[src/rtl/bb_system_stepper.sv]
// bb_system_stepper
//   Run/step/breakpoint controller for a datapath clock enable, with an
//   enabled-cycle counter and a registered display-channel mux.
//
// Ports
//   BB_SYSTEM_STEPPER_CLOCK_50             clock, all state on rising edge
//   BB_SYSTEM_STEPPER_Reset_InLow          asynchronous active-low reset
//   BB_SYSTEM_STEPPER_Mode_In[1:0]         00 HALT, 01 RUN, 10 STEP, 11 HALT
//   BB_SYSTEM_STEPPER_Step_In              step request (rising edge = event)
//   BB_SYSTEM_STEPPER_BreakEnable_In       breakpoint enable
//   BB_SYSTEM_STEPPER_BreakAddr_In         breakpoint address
//   BB_SYSTEM_STEPPER_PC_In                datapath PC
//   BB_SYSTEM_STEPPER_Channels_In          concatenated buses, channel 0 in LSBs
//   BB_SYSTEM_STEPPER_ChSel_In             display channel select
//   BB_SYSTEM_STEPPER_CountClear_In        synchronous cycle-counter clear
//   BB_SYSTEM_STEPPER_DatapathEnable_Out   combinational datapath clock enable
//   BB_SYSTEM_STEPPER_State_Out[1:0]       IDLE 00, RUN 01, STEP 10, BREAK 11
//   BB_SYSTEM_STEPPER_BreakHit_Out         high while in BREAK
//   BB_SYSTEM_STEPPER_CycleCount_Out       number of enabled datapath cycles
//   BB_SYSTEM_STEPPER_DataBUSDisplay_Out   registered selected channel
module bb_system_stepper #(
  parameter int unsigned DATAWIDTH_BUS = 32,
  parameter int unsigned NUM_CHANNELS  = 4,
  parameter int unsigned CHSEL_WIDTH   = 2,
  parameter int unsigned COUNT_WIDTH   = 16
) (
  input  logic                                  BB_SYSTEM_STEPPER_CLOCK_50,
  input  logic                                  BB_SYSTEM_STEPPER_Reset_InLow,
  input  logic [1:0]                            BB_SYSTEM_STEPPER_Mode_In,
  input  logic                                  BB_SYSTEM_STEPPER_Step_In,
  input  logic                                  BB_SYSTEM_STEPPER_BreakEnable_In,
  input  logic [DATAWIDTH_BUS-1:0]              BB_SYSTEM_STEPPER_BreakAddr_In,
  input  logic [DATAWIDTH_BUS-1:0]              BB_SYSTEM_STEPPER_PC_In,
  input  logic [NUM_CHANNELS*DATAWIDTH_BUS-1:0] BB_SYSTEM_STEPPER_Channels_In,
  input  logic [CHSEL_WIDTH-1:0]                BB_SYSTEM_STEPPER_ChSel_In,
  input  logic                                  BB_SYSTEM_STEPPER_CountClear_In,
  output logic                                  BB_SYSTEM_STEPPER_DatapathEnable_Out,
  output logic [1:0]                            BB_SYSTEM_STEPPER_State_Out,
  output logic                                  BB_SYSTEM_STEPPER_BreakHit_Out,
  output logic [COUNT_WIDTH-1:0]                BB_SYSTEM_STEPPER_CycleCount_Out,
  output logic [DATAWIDTH_BUS-1:0]              BB_SYSTEM_STEPPER_DataBUSDisplay_Out
);

  typedef enum logic [1:0] {
    ST_IDLE  = 2'b00,
    ST_RUN   = 2'b01,
    ST_STEP  = 2'b10,
    ST_BREAK = 2'b11
  } state_e;

  typedef enum logic [1:0] {
    MODE_HALT = 2'b00,
    MODE_RUN  = 2'b01,
    MODE_STEP = 2'b10,
    MODE_RSVD = 2'b11
  } mode_e;

  logic                     clk;
  logic                     rst_n;
  mode_e                    mode;
  state_e                   state;
  state_e                   state_next;
  logic                     step_prev;
  logic                     step_event;
  logic                     match;
  logic                     dp_enable;
  logic [COUNT_WIDTH-1:0]   cycle_count;
  logic [DATAWIDTH_BUS-1:0] display;
  logic [DATAWIDTH_BUS-1:0] display_next;

  assign clk   = BB_SYSTEM_STEPPER_CLOCK_50;
  assign rst_n = BB_SYSTEM_STEPPER_Reset_InLow;
  assign mode  = mode_e'(BB_SYSTEM_STEPPER_Mode_In);

  assign step_event = BB_SYSTEM_STEPPER_Step_In & ~step_prev;
  assign match      = BB_SYSTEM_STEPPER_BreakEnable_In &
                      (BB_SYSTEM_STEPPER_PC_In == BB_SYSTEM_STEPPER_BreakAddr_In);

  // Enable is decoded from the current PC, so the datapath is held on the
  // very cycle the breakpoint address appears rather than one cycle later.
  assign dp_enable = (state == ST_STEP) || ((state == ST_RUN) && !match);

  always_ff @(posedge clk or negedge rst_n) begin
    if (!rst_n) begin
      state     <= ST_IDLE;
      step_prev <= 1'b0;
    end else begin
      state     <= state_next;
      step_prev <= BB_SYSTEM_STEPPER_Step_In;
    end
  end

  always_comb begin
    state_next = state;
    case (state)
      ST_IDLE: begin
        if (mode == MODE_RUN)
          state_next = ST_RUN;
        else if ((mode == MODE_STEP) && step_event)
          state_next = ST_STEP;
      end
      ST_RUN: begin
        if (mode != MODE_RUN)
          state_next = ST_IDLE;
        else if (match)
          state_next = ST_BREAK;
      end
      ST_STEP: state_next = ST_IDLE;
      ST_BREAK: begin
        // RUN alone keeps the breakpoint latched; only a step or halt leaves.
        if ((mode == MODE_HALT) || (mode == MODE_RSVD))
          state_next = ST_IDLE;
        else if (step_event)
          state_next = ST_STEP;
      end
      default: state_next = ST_IDLE;
    endcase
  end

  always_ff @(posedge clk or negedge rst_n) begin
    if (!rst_n)
      cycle_count <= '0;
    else if (BB_SYSTEM_STEPPER_CountClear_In)
      cycle_count <= '0;
    else if (dp_enable)
      cycle_count <= cycle_count + COUNT_WIDTH'(1);
  end

  // Out-of-range selects fall through to zero.
  always_comb begin
    display_next = '0;
    for (int unsigned i = 0; i < NUM_CHANNELS; i++) begin
      if (32'(BB_SYSTEM_STEPPER_ChSel_In) == i)
        display_next = BB_SYSTEM_STEPPER_Channels_In[i*DATAWIDTH_BUS +: DATAWIDTH_BUS];
    end
  end

  always_ff @(posedge clk or negedge rst_n) begin
    if (!rst_n)
      display <= '0;
    else
      display <= display_next;
  end

  assign BB_SYSTEM_STEPPER_DatapathEnable_Out = dp_enable;
  assign BB_SYSTEM_STEPPER_State_Out          = state;
  assign BB_SYSTEM_STEPPER_BreakHit_Out       = (state == ST_BREAK);
  assign BB_SYSTEM_STEPPER_CycleCount_Out     = cycle_count;
  assign BB_SYSTEM_STEPPER_DataBUSDisplay_Out = display;

endmodule

[config.mk]
export PLATFORM = sky130hd
export DESIGN_NAME = bb_system_stepper
export DESIGN_NICKNAME = d
export VERILOG_FILES = /design/src/rtl/bb_system_stepper.sv
export SDC_FILE = /design/constraint.sdc
export NUM_CORES = 1
export LEC_CHECK = 0
export BUFFER_PORTS_ARGS = -buffer_cell sky130_fd_sc_hd__buf_2
export CAP_MARGIN = 20
export CORE_AREA = 2 2 99 101
export CTS_CLUSTER_DIAMETER = 120
export DETAILED_ROUTE_END_ITERATION = 10
export DIE_AREA = 0 0 101 103
export GPL_ROUTABILITY_DRIVEN = 0
export HOLD_SLACK_MARGIN = 0.02
export PLACE_DENSITY = 0.69
export SLEW_MARGIN = 30
export SYNTH_ARGS = -nofsm -noshare
export SYNTH_HDL_FRONTEND = slang
export SYNTH_SLANG_ARGS = --single-unit
[constraint.sdc]
create_clock -name BB_SYSTEM_STEPPER_CLOCK_50 -period 3.5 [get_ports BB_SYSTEM_STEPPER_CLOCK_50]
set_input_delay 0.175 -clock BB_SYSTEM_STEPPER_CLOCK_50 [delete_from_list [all_inputs] [get_ports BB_SYSTEM_STEPPER_CLOCK_50]]
set_output_delay 0.175 -clock BB_SYSTEM_STEPPER_CLOCK_50 [all_outputs]
set_load 0.01 [all_outputs]
==> results of run 1 <==
## what timing repair did
action	in CTS	in global routing
hold endpoints to repair	41	0
setup buffers	0	0
hold buffers	2	0
## cell type report
type | instances | share of cell area
Timing Repair Buffer | 255 | 0.272
Clock buffer | 6 | 0.0174
Inverter | 5 | 0.00395
Multi-Input combinational cell | 181 | 0.400
Clock inverter | 2 | 0.00738
Tap cell | 114 | 0.0300
Sequential cell | 51 | 0.269
## per-layer routing
| metal | wire, um | GRT usage |
|---|---|---|
| met5 | 0 | 0 |
| met4 | 244 | 0.0572 |
| met3 | 926 | 0.0488 |
| met2 | 5500 | 0.348 |
| met1 | 3480 | 0.197 |
## Yosys cell counts, types with 3 or more instances
master | n | share of area
clkbuf_1 | 5 | 0.0058
mux4_2 | 32 | 0.22
nor2_1 | 12 | 0.014
mux2_1 | 4 | 0.014
nand4_1 | 3 | 0.0058
or3_2 | 4 | 0.0092
o22ai_1 | 3 | 0.0058
and3_1 | 5 | 0.0096
inv_1 | 5 | 0.0058
nand3_1 | 6 | 0.0092
a21oi_1 | 3 | 0.0046
nor4_4 | 5 | 0.033
xor2_1 | 31 | 0.083
ha_1 | 3 | 0.012
o21ai_1 | 10 | 0.015
a21oi_2 | 6 | 0.016
nand2b_1 | 4 | 0.0077
dfrtp_1 | 51 | 0.39
nor2b_1 | 8 | 0.015
buf_2 | 4 | 0.0061
nand2_1 | 12 | 0.014
## logic make-up (layout without fill, tap and decap cells)
| logic type | after synthesis | after routing | share of synthesized area |
|---|---|---|---|
| adder cells (fa/ha/maj) | 3 | 3 | 0.0115 |
| flip-flops | 51 | 51 | 0.391 |
| buffers and inverters | 18 | 268 | 0.0265 |
| AND/OR/NAND/NOR | 74 | 74 | 0.161 |
| multiplexers | 39 | 39 | 0.247 |
| AO/OA/AOI/OAI | 33 | 33 | 0.0775 |
| XOR/XNOR | 32 | 32 | 0.0859 |
## power by group through the flow
stage	sequential [W]	clock (W)	combinational [W]
final	0.000648	0.000426	0.000367
after global routing	0.000654	0.000461	0.000399
after CTS	0.000648	0.000439	0.000373
after detailed placement	0.000660	0	0.000370
after global placement	0.000659	0	0.000361
after floorplan	0.000680	0	0.000153
## sequential cells by signal (all words and copies together), names as in the netlist
signal / cells
step_prev: 1
BB_SYSTEM_STEPPER_CycleCount_Out: 16
BB_SYSTEM_STEPPER_State_Out: 2
BB_SYSTEM_STEPPER_DataBUSDisplay_Out: 32
## through the flow
| stage | hold slack [ps] | power (W) | setup slack, ps |
|---|---|---|---|
| final | 184 | 0.00144 | 1220 |
| after floorplan | -121 | 0.000833 | 1590 |
| after global placement | 307 | 0.00102 | 1370 |
| after global routing | 169 | 0.00151 | 1050 |
| after detailed placement | 313 | 0.00103 | 1240 |
| after CTS | 172 | 0.00146 | 1210 |
## worst register-to-register path: stages (launching register included)
cell and delay [ps]:
dfrtp_1 620, nor2b_1 690, o21ai_1 280, or4_1 450, a21oi_1 170
## worst max path at each step
stage / slack, ps / cells after the start / endpoint
floorplan: 1590 / 7 / BB_SYSTEM_STEPPER_CycleCount_Out[7]
global placement: 1370 / 4 / BB_SYSTEM_STEPPER_CycleCount_Out[8]
detailed placement: 1240 / 4 / BB_SYSTEM_STEPPER_CycleCount_Out[14]
CTS: 1210 / 4 / BB_SYSTEM_STEPPER_CycleCount_Out[14]
global route: 1050 / 4 / BB_SYSTEM_STEPPER_CycleCount_Out[14]
finish: 1220 / 4 / BB_SYSTEM_STEPPER_CycleCount_Out[14]
==> flow_metrics.py, run 1 <==
metrics = {
    "status": {
        "status": "completed",
    },
    "cells_and_area": {
        "layout-drive-gt1-share": 0.638,
        "nets": 703,
        "area_growth_syn_to_layout_pct": 45.5,
        "multi_input_area_um2": 1900,
        "regArea_um2": 1280,
        "diodes": 0,
        "final_cells": 614,
        "design_area_um2": 4750,
        "post-route-util": 0.502,
        "final_common_cell": "buf_2",
        "most-common-layout-cells": "251 x buf_2, 51 x dfrtp_1, 32 x mux4_2",
        "nFillCells": 864,
    },
    "sta": {
        "setup_viol": 0,
        "finalSetupTns_ps": 0,
        "slew_violations": 0,
        "clock_skew_ps": 3.54,
        "max_slew_margin": 0.489,
        "clock.fmax_ghz": 0.439,
        "layout_min_cycle_time_ps": 2280,
        "tightest_slew_ps": 765,
        "period_share": 0.650,
        "rsz0062_at_grt": "false",
        "finalHoldViolations": 0,
    },
    "grt": {
        "grt_first_pass_wirelength_mm": 14.5,
        "antenna_found_initial": 0,
        "grt_pass1_vias": 3029,
        "overflow": 0,
        "track_usage": 0.182,
        "grt_max_degree": 52,
    },
    "worst_setup_path": {
        "setup.worst_path.start_class": "flip-flop",
        "arrival_ps": 2500,
        "rrSetupSlack_ps": 1220,
        "critPathKind": "flip-flop to flip-flop",
        "cpLargestDelayFamily": "simple AND/OR/NAND/NOR gates",
        "cp_data_required_time_ps": 3720,
        "cpPeakStageDelay_ps": 680,
        "rr_endpoint": "BB_SYSTEM_STEPPER_CycleCount_Out[14]",
        "r2r-start": "BB_SYSTEM_STEPPER_State_Out[1]",
        "path_buf_inv": 0,
        "startpoint": "BB_SYSTEM_STEPPER_State_Out[1]",
        "slowest_stage": "nor2b_1",
        "r2r_cells": 4,
        "cp_cell_sequence": "nor2b_1 -> o21ai_1 -> or4_1 -> a21oi_1",
        "cp_max_fo": 15,
        "cp-end-kind": "flip-flop",
    },
    "power": {
        "pwr-share-clk": 0.295,
        "vdd.ir_drop.worst_v": 0.000246,
        "intPower_w": 0.00106,
        "seqPwrFrac": 0.450,
        "power.density_nw_per_um2": 303,
        "p_switching_w": 0.000378,
        "p_sw_frac": 0.263,
        "comb_power_share": 0.255,
        "p_leak_nw": 2.35,
    },
    "yosys": {
        "synth_cells": 250,
        "syn_nets": 454,
        "ys.flop_type": "dfrtp_1",
        "syn_area_per_cell_um2": 13.1,
        "synth_enable_flop_cells": 0,
        "async_flop_share": 1.00,
        "synthDistinctLibCells": 47,
        "netlist_area_um2": 3260,
        "yosysWarningCount": 0,
        "seq_area_frac_synth": 0.391,
        "ys_ff_latch": 51,
    },
    "clocking": {
        "root_buffer": "clkbuf_8",
        "post_cts_resized": 0,
        "numCtsBuffers": 5,
        "clock-sinks": 51,
        "clk_path_buf_depth": 2,
        "clkLatencyLatePin_ps": 300,
        "htree_levels": 2,
        "cts_tree": "yes",
        "clkTransAtPathRegs_ps": 90,
    },
    "floorplan": {
        "core_area_um2": 9460,
        "pin_count": 253,
        "start_util": 0.345,
        "die_area_um2": 10400,
        "placementRows": 36,
        "die_x_um": 101,
        "die_y_um": 103,
    },
    "worst_hold_path": {
        "min_path_cells": 2,
        "min_from": "BB_SYSTEM_STEPPER_Channels_In[112]",
        "min_to": "BB_SYSTEM_STEPPER_DataBUSDisplay_Out[16]",
        "holdCritPathClass": "primary input to flip-flop",
    },
    "drt": {
        "via_per_inst": 5.00,
        "drt-total-wl_mm": 10.2,
        "drt_iter0_drc": 72,
        "wl_per_cell_um": 16.5,
        "drtPass1Iterations": 4,
        "drtAntennaViolNets": 0,
        "vias": 3073,
        "drc": 0,
    },
    "placement": {
        "numPortBuffers": 252,
        "dp_cells": 604,
        "place_area_um2": 4610,
        "hpwl_mm": 8.56,
    },
    "run": {
        "cap_violations": 0,
    },
}
Power figures use the tool's default switching activity.
==> run 2, diff against run 1 <==
==> constraint.sdc (replaced) <==
create_clock -name BB_SYSTEM_STEPPER_CLOCK_50 -period 2.15 [get_ports BB_SYSTEM_STEPPER_CLOCK_50]
set_input_delay 0.1075 -clock BB_SYSTEM_STEPPER_CLOCK_50 [delete_from_list [all_inputs] [get_ports BB_SYSTEM_STEPPER_CLOCK_50]]
set_output_delay 0.1075 -clock BB_SYSTEM_STEPPER_CLOCK_50 [all_outputs]
set_load 0.01 [all_outputs]
==> flow_metrics.py, run 2 (synthesis gave the netlist of run 1 again) <==
metrics = {
    "status": {
        "status": "completed",
    },
    "sta": {
        "tightest_slew_ps": 708,
        "rsz0062_at_grt": "false",
        "holdWs_ps": 101,
        "setup_viol": 0,
        "clock_skew_ps": 18.6,
        "period_share": 0.890,
        "finalHoldViolations": 0,
        "final.setup.worst_slack_ps": 237,
        "max_slew_margin": 0.528,
        "slew_violations": 0,
        "finalSetupTns_ps": 0,
        "clock.fmax_ghz": 0.523,
        "layout_min_cycle_time_ps": 1910,
    },
    "floorplan": {
        "start_util": 0.345,
        "die_area_um2": 10400,
        "placementRows": 36,
        "core_area_um2": 9460,
        "pin_count": 253,
        "die_x_um": 101,
        "die_y_um": 103,
    },
    "clocking": {
        "clkLatencyLatePin_ps": 320,
        "cts_setup_buffers": 0,
        "htree_levels": 2,
        "numCtsBuffers": 5,
        "clk_path_buf_depth": 2,
        "cts_tree": "yes",
        "clock-sinks": 51,
        "post_cts_resized": 0,
        "clkTransAtPathRegs_ps": 110,
        "cts_hold_buf": 2,
        "root_buffer": "clkbuf_8",
    },
    "grt": {
        "overflow": 0,
        "grt_first_pass_wirelength_mm": 14.8,
        "antenna_found_initial": 0,
        "grt_max_degree": 33,
        "grt_pass1_vias": 3057,
        "track_usage": 0.183,
    },
    "power": {
        "vdd.ir_drop.worst_v": 0.000245,
        "seqPwrFrac": 0.465,
        "pwr-share-clk": 0.263,
        "p_sw_frac": 0.291,
        "comb_power_share": 0.272,
        "p_leak_nw": 2.38,
        "p_switching_w": 0.000657,
        "intPower_w": 0.00160,
        "power.density_nw_per_um2": 471,
    },
    "worst_setup_path": {
        "r2r-start": "BB_SYSTEM_STEPPER_CycleCount_Out[7]",
        "cpPeakStageDelay_ps": 470,
        "critPathKind": "flip-flop to flip-flop",
        "startpoint": "BB_SYSTEM_STEPPER_CycleCount_Out[7]",
        "path_buf_inv": 0,
        "cpMostUsedCell": "and3_1",
        "cpLargestDelayFamily": "simple AND/OR/NAND/NOR gates",
        "cp_data_required_time_ps": 2400,
        "cp_max_fo": 5,
        "cp-end-kind": "flip-flop",
        "cp_cell_sequence": "and3_1 -> and3_1 -> and3_1 -> nand2_1 -> or4_1 -> a21oi_1",
        "arrival_ps": 2160,
        "r2r_cells": 6,
        "setup.worst_path.start_class": "flip-flop",
        "rrSetupSlack_ps": 240,
        "rr_endpoint": "BB_SYSTEM_STEPPER_CycleCount_Out[14]",
        "slowest_stage": "or4_1",
    },
    "drt": {
        "drt_iter0_drc": 117,
        "wl_per_cell_um": 16.2,
        "drtPass1Iterations": 4,
        "vias": 3098,
        "drt-total-wl_mm": 10.1,
        "drtAntennaViolNets": 0,
        "drc": 0,
        "via_per_inst": 4.98,
    },
    "cells_and_area": {
        "post-route-util": 0.507,
        "nets": 711,
        "final_common_cell": "buf_2",
        "design_area_um2": 4790,
        "layout-drive-gt1-share": 0.644,
        "diodes": 0,
        "most-common-layout-cells": "252 x buf_2, 51 x dfrtp_1, 32 x mux4_2",
        "largest_register_ffs": 32,
        "area_growth_syn_to_layout_pct": 46.9,
    },
    "worst_hold_path": {
        "min_from": "BB_SYSTEM_STEPPER_Channels_In[7]",
        "min_to": "BB_SYSTEM_STEPPER_DataBUSDisplay_Out[7]",
        "min_path_cells": 2,
        "holdCritPathClass": "primary input to flip-flop",
    },
    "run": {
        "cap_violations": 0,
    },
    "placement": {
        "numPortBuffers": 252,
        "place_area_um2": 4680,
        "hpwl_mm": 8.56,
        "placement.setup.worst_slack_ps": 239,
    },
}
==> run 2: area by class of cell <==
cell class / count / area, um2
fillers: 888 / 4660
multi-input cells: 181 / 1900
repair buffers: 263 / 1360
flip-flops and latches: 51 / 1280
well taps: 114 / 143
clock buffers: 5 / 68.8
clock inverters: 3 / 26.3
inverters: 5 / 18.8
==> run 2: stage by stage <==
stage,instances,total power (W)
6_report,622,0.00226
5_1_grt,622,0.00238
4_1_cts,622,0.00229
3_5_place_dp,612,0.00169
3_3_place_gp,612,0.00168
2_1_floorplan,250,0.00136
==> run 2: per-layer routing <==
metal	part of all wire	routed length, um	track usage
met4	0.016	164	0.0468
met2	0.54	5500	0.352
met5	0	0	0
met1	0.35	3540	0.203
met3	0.089	897	0.0407
==> run 2: power groups by stage <==
| stage | combinational [W] | clock, W | sequential [W] |
|---|---|---|---|
| after floorplan | 0.000249 | 0 | 0.00111 |
| after global placement | 0.000606 | 0 | 0.00107 |
| after detailed placement | 0.000619 | 0 | 0.00107 |
| after CTS | 0.000624 | 0.000610 | 0.00105 |
| after global routing | 0.000665 | 0.000653 | 0.00106 |
| final | 0.000613 | 0.000595 | 0.00105 |
==> run 2: how the worst max path moves through the flow <==
| stage | endpoint | slack [ps] | cells past startpoint |
|---|---|---|---|
| after floorplan | BB_SYSTEM_STEPPER_CycleCount_Out[7] | 240 | 7 |
| after global placement | BB_SYSTEM_STEPPER_CycleCount_Out[5] | 230 | 8 |
| after detailed placement | BB_SYSTEM_STEPPER_CycleCount_Out[4] | 240 | 8 |
| after CTS | BB_SYSTEM_STEPPER_CycleCount_Out[14] | 220 | 6 |
| after global routing | BB_SYSTEM_STEPPER_CycleCount_Out[14] | 60 | 6 |
| final | BB_SYSTEM_STEPPER_CycleCount_Out[14] | 240 | 6 |
==> run 3, diff against run 2 <==
--- a/config.mk
+++ b/config.mk
@@ -14,6 +14,7 @@
 export GPL_ROUTABILITY_DRIVEN = 0
 export HOLD_SLACK_MARGIN = 0.02
 export PLACE_DENSITY = 0.69
+export RECOVER_POWER = 100
 export SLEW_MARGIN = 30
 export SYNTH_ARGS = -nofsm -noshare
 export SYNTH_HDL_FRONTEND = slang
==> flow_metrics.py, run 3 (synthesis gave the netlist of run 1 again) <==
metrics = {
    "drt": {
        "vias": 3120,
        "drc": 0,
        "via_per_inst": 5.02,
        "drt_iter0_drc": 141,
        "wl_per_cell_um": 16.3,
        "drt-total-wl_mm": 10.1,
        "drtAntennaViolNets": 0,
        "drtPass1Iterations": 4,
    },
    "floorplan": {
        "die_x_um": 101,
        "pin_count": 253,
        "die_area_um2": 10400,
        "die_y_um": 103,
        "core_area_um2": 9460,
        "start_util": 0.345,
        "placementRows": 36,
    },
    "worst_setup_path": {
        "cp_max_fo": 12,
        "critPathKind": "flip-flop to flip-flop",
        "rr_endpoint": "BB_SYSTEM_STEPPER_CycleCount_Out[6]",
        "cp_data_required_time_ps": 2380,
        "r2r_cells": 6,
        "setup.worst_path.start_class": "flip-flop",
        "arrival_ps": 2170,
        "rrSetupSlack_ps": 210,
        "r2r-start": "BB_SYSTEM_STEPPER_State_Out[1]",
        "cp-end-kind": "flip-flop",
    },
    "grt": {
        "antenna_found_initial": 0,
        "grt_pass1_vias": 3057,
        "grt_first_pass_wirelength_mm": 14.8,
        "track_usage": 0.183,
        "grt_max_degree": 33,
        "overflow": 0,
    },
    "placement": {
        "hpwl_mm": 8.56,
        "numPortBuffers": 252,
    },
    "run": {
        "cap_violations": 1,
    },
    "cells_and_area": {
        "diodes": 0,
        "nFillCells": 915,
        "largest_register_ffs": 32,
        "layout-drive-gt1-share": 0.520,
        "post-route-util": 0.494,
        "final_common_cell": "buf_2",
        "most-common-layout-cells": "200 x buf_2, 55 x clkbuf_1, 51 x dfrtp_1",
        "nets": 711,
        "area_growth_syn_to_layout_pct": 43.3,
    },
    "clocking": {
        "post_cts_resized": 0,
        "numCtsBuffers": 5,
        "clkLatencyLatePin_ps": 310,
        "root_buffer": "clkbuf_8",
        "clkTransAtPathRegs_ps": 110,
        "htree_levels": 2,
        "clk_path_buf_depth": 2,
        "cts_tree": "yes",
        "clock-sinks": 51,
    },
    "sta": {
        "layout_min_cycle_time_ps": 1940,
        "clock_skew_ps": 17.0,
        "finalSetupTns_ps": 0,
        "slew_violations": 33,
        "finalHoldViolations": 0,
        "max_slew_margin": -0.140,
        "rsz0062_at_grt": "false",
        "tightest_slew_ps": 1710,
        "setup_viol": 0,
        "clock.fmax_ghz": 0.515,
        "period_share": 0.904,
    },
    "worst_hold_path": {
        "min_to": "BB_SYSTEM_STEPPER_DataBUSDisplay_Out[7]",
        "min_from": "BB_SYSTEM_STEPPER_Channels_In[7]",
        "min_path_cells": 2,
        "holdCritPathClass": "primary input to flip-flop",
    },
    "power": {
        "p_leak_nw": 2.19,
        "power.density_nw_per_um2": 478,
        "vdd.ir_drop.worst_v": 0.000246,
    },
    "status": {
        "status": "finished, violations left",
        "violations": "capacitance limit, slew limit",
    },
}
==> run 3: changes by cell type in the layout (fill, tap and decap cells not counted), moves of 2 or more <==
cell	change
clkbuf_1	+55
a21oi_2	-4
o21ai_1	-2
buf_2	-52
a21oi_1	+4
buf_4	-4
o21ai_0	+3
==> run 3: timing repair <==
action	in CTS	in global routing
endpoints found under the hold margin	20	0
hold buffers	2	0
buffers inserted	0	0
==> run 3: how the worst max path moves through the flow <==
stage	startpoint	endpoint	slack [ps]
2_1_floorplan	BB_SYSTEM_STEPPER_State_Out[0]	BB_SYSTEM_STEPPER_CycleCount_Out[7]	240
3_3_place_gp	BB_SYSTEM_STEPPER_BreakAddr_In[10]	BB_SYSTEM_STEPPER_CycleCount_Out[5]	230
3_5_place_dp	BB_SYSTEM_STEPPER_BreakAddr_In[10]	BB_SYSTEM_STEPPER_CycleCount_Out[4]	240
4_1_cts	BB_SYSTEM_STEPPER_CycleCount_Out[7]	BB_SYSTEM_STEPPER_CycleCount_Out[14]	220
5_1_grt	BB_SYSTEM_STEPPER_State_Out[1]	BB_SYSTEM_STEPPER_CycleCount_Out[6]	60
6_report	BB_SYSTEM_STEPPER_State_Out[1]	BB_SYSTEM_STEPPER_CycleCount_Out[6]	210
==> run 3: per-layer routing <==
layer  GRT usage  part of all wire  up-vias
met1       0.203              0.35     1463
met5           0                 0        -
li1            -                 -     1462
met2       0.352              0.55      183
met4      0.0468             0.016        0
met3      0.0407             0.092       12
==> run 3: cell type report <==
class / instances / area, um2 / area share
multi-input cells: 181 / 1860 / 0.397
inverters: 5 / 18.8 / 0.00401
flip-flops and latches: 51 / 1280 / 0.273
repair buffers: 263 / 1280 / 0.275
well taps: 114 / 143 / 0.0305
clock inverters: 3 / 26.3 / 0.00562
clock buffers: 5 / 68.8 / 0.0147
==> run 3: stage by stage <==
step	hold slack (ps)	total power, W	cells	setup WS [ps]	cell area (um2)
4_1_cts	93.7	0.00229	622	225	4790
3_5_place_dp	95.1	0.00169	612	239	4680
5_1_grt	83.8	0.00235	622	55.9	4670
6_report	103	0.00223	622	207	4670
3_3_place_gp	91.4	0.00168	612	229	4680
2_1_floorplan	-188	0.00136	250	236	3260
==> run 3: worst max-delay path, stage by stage (launching register included) <==
cell and delay [ps]:
dfrtp_1 470, nand2b_1 190, a21boi_0 290, o41ai_4 140, buf_4 190, or3_2 450
a21oi_1 140
==> run 3: report_power, final <==
part / switching [W] / leakage, nW / internal (W)
clock network: 0.000353 / 0.0491 / 0.000240
registers: 0.0000270 / 0.633 / 0.00103
logic: 0.000274 / 1.51 / 0.000315
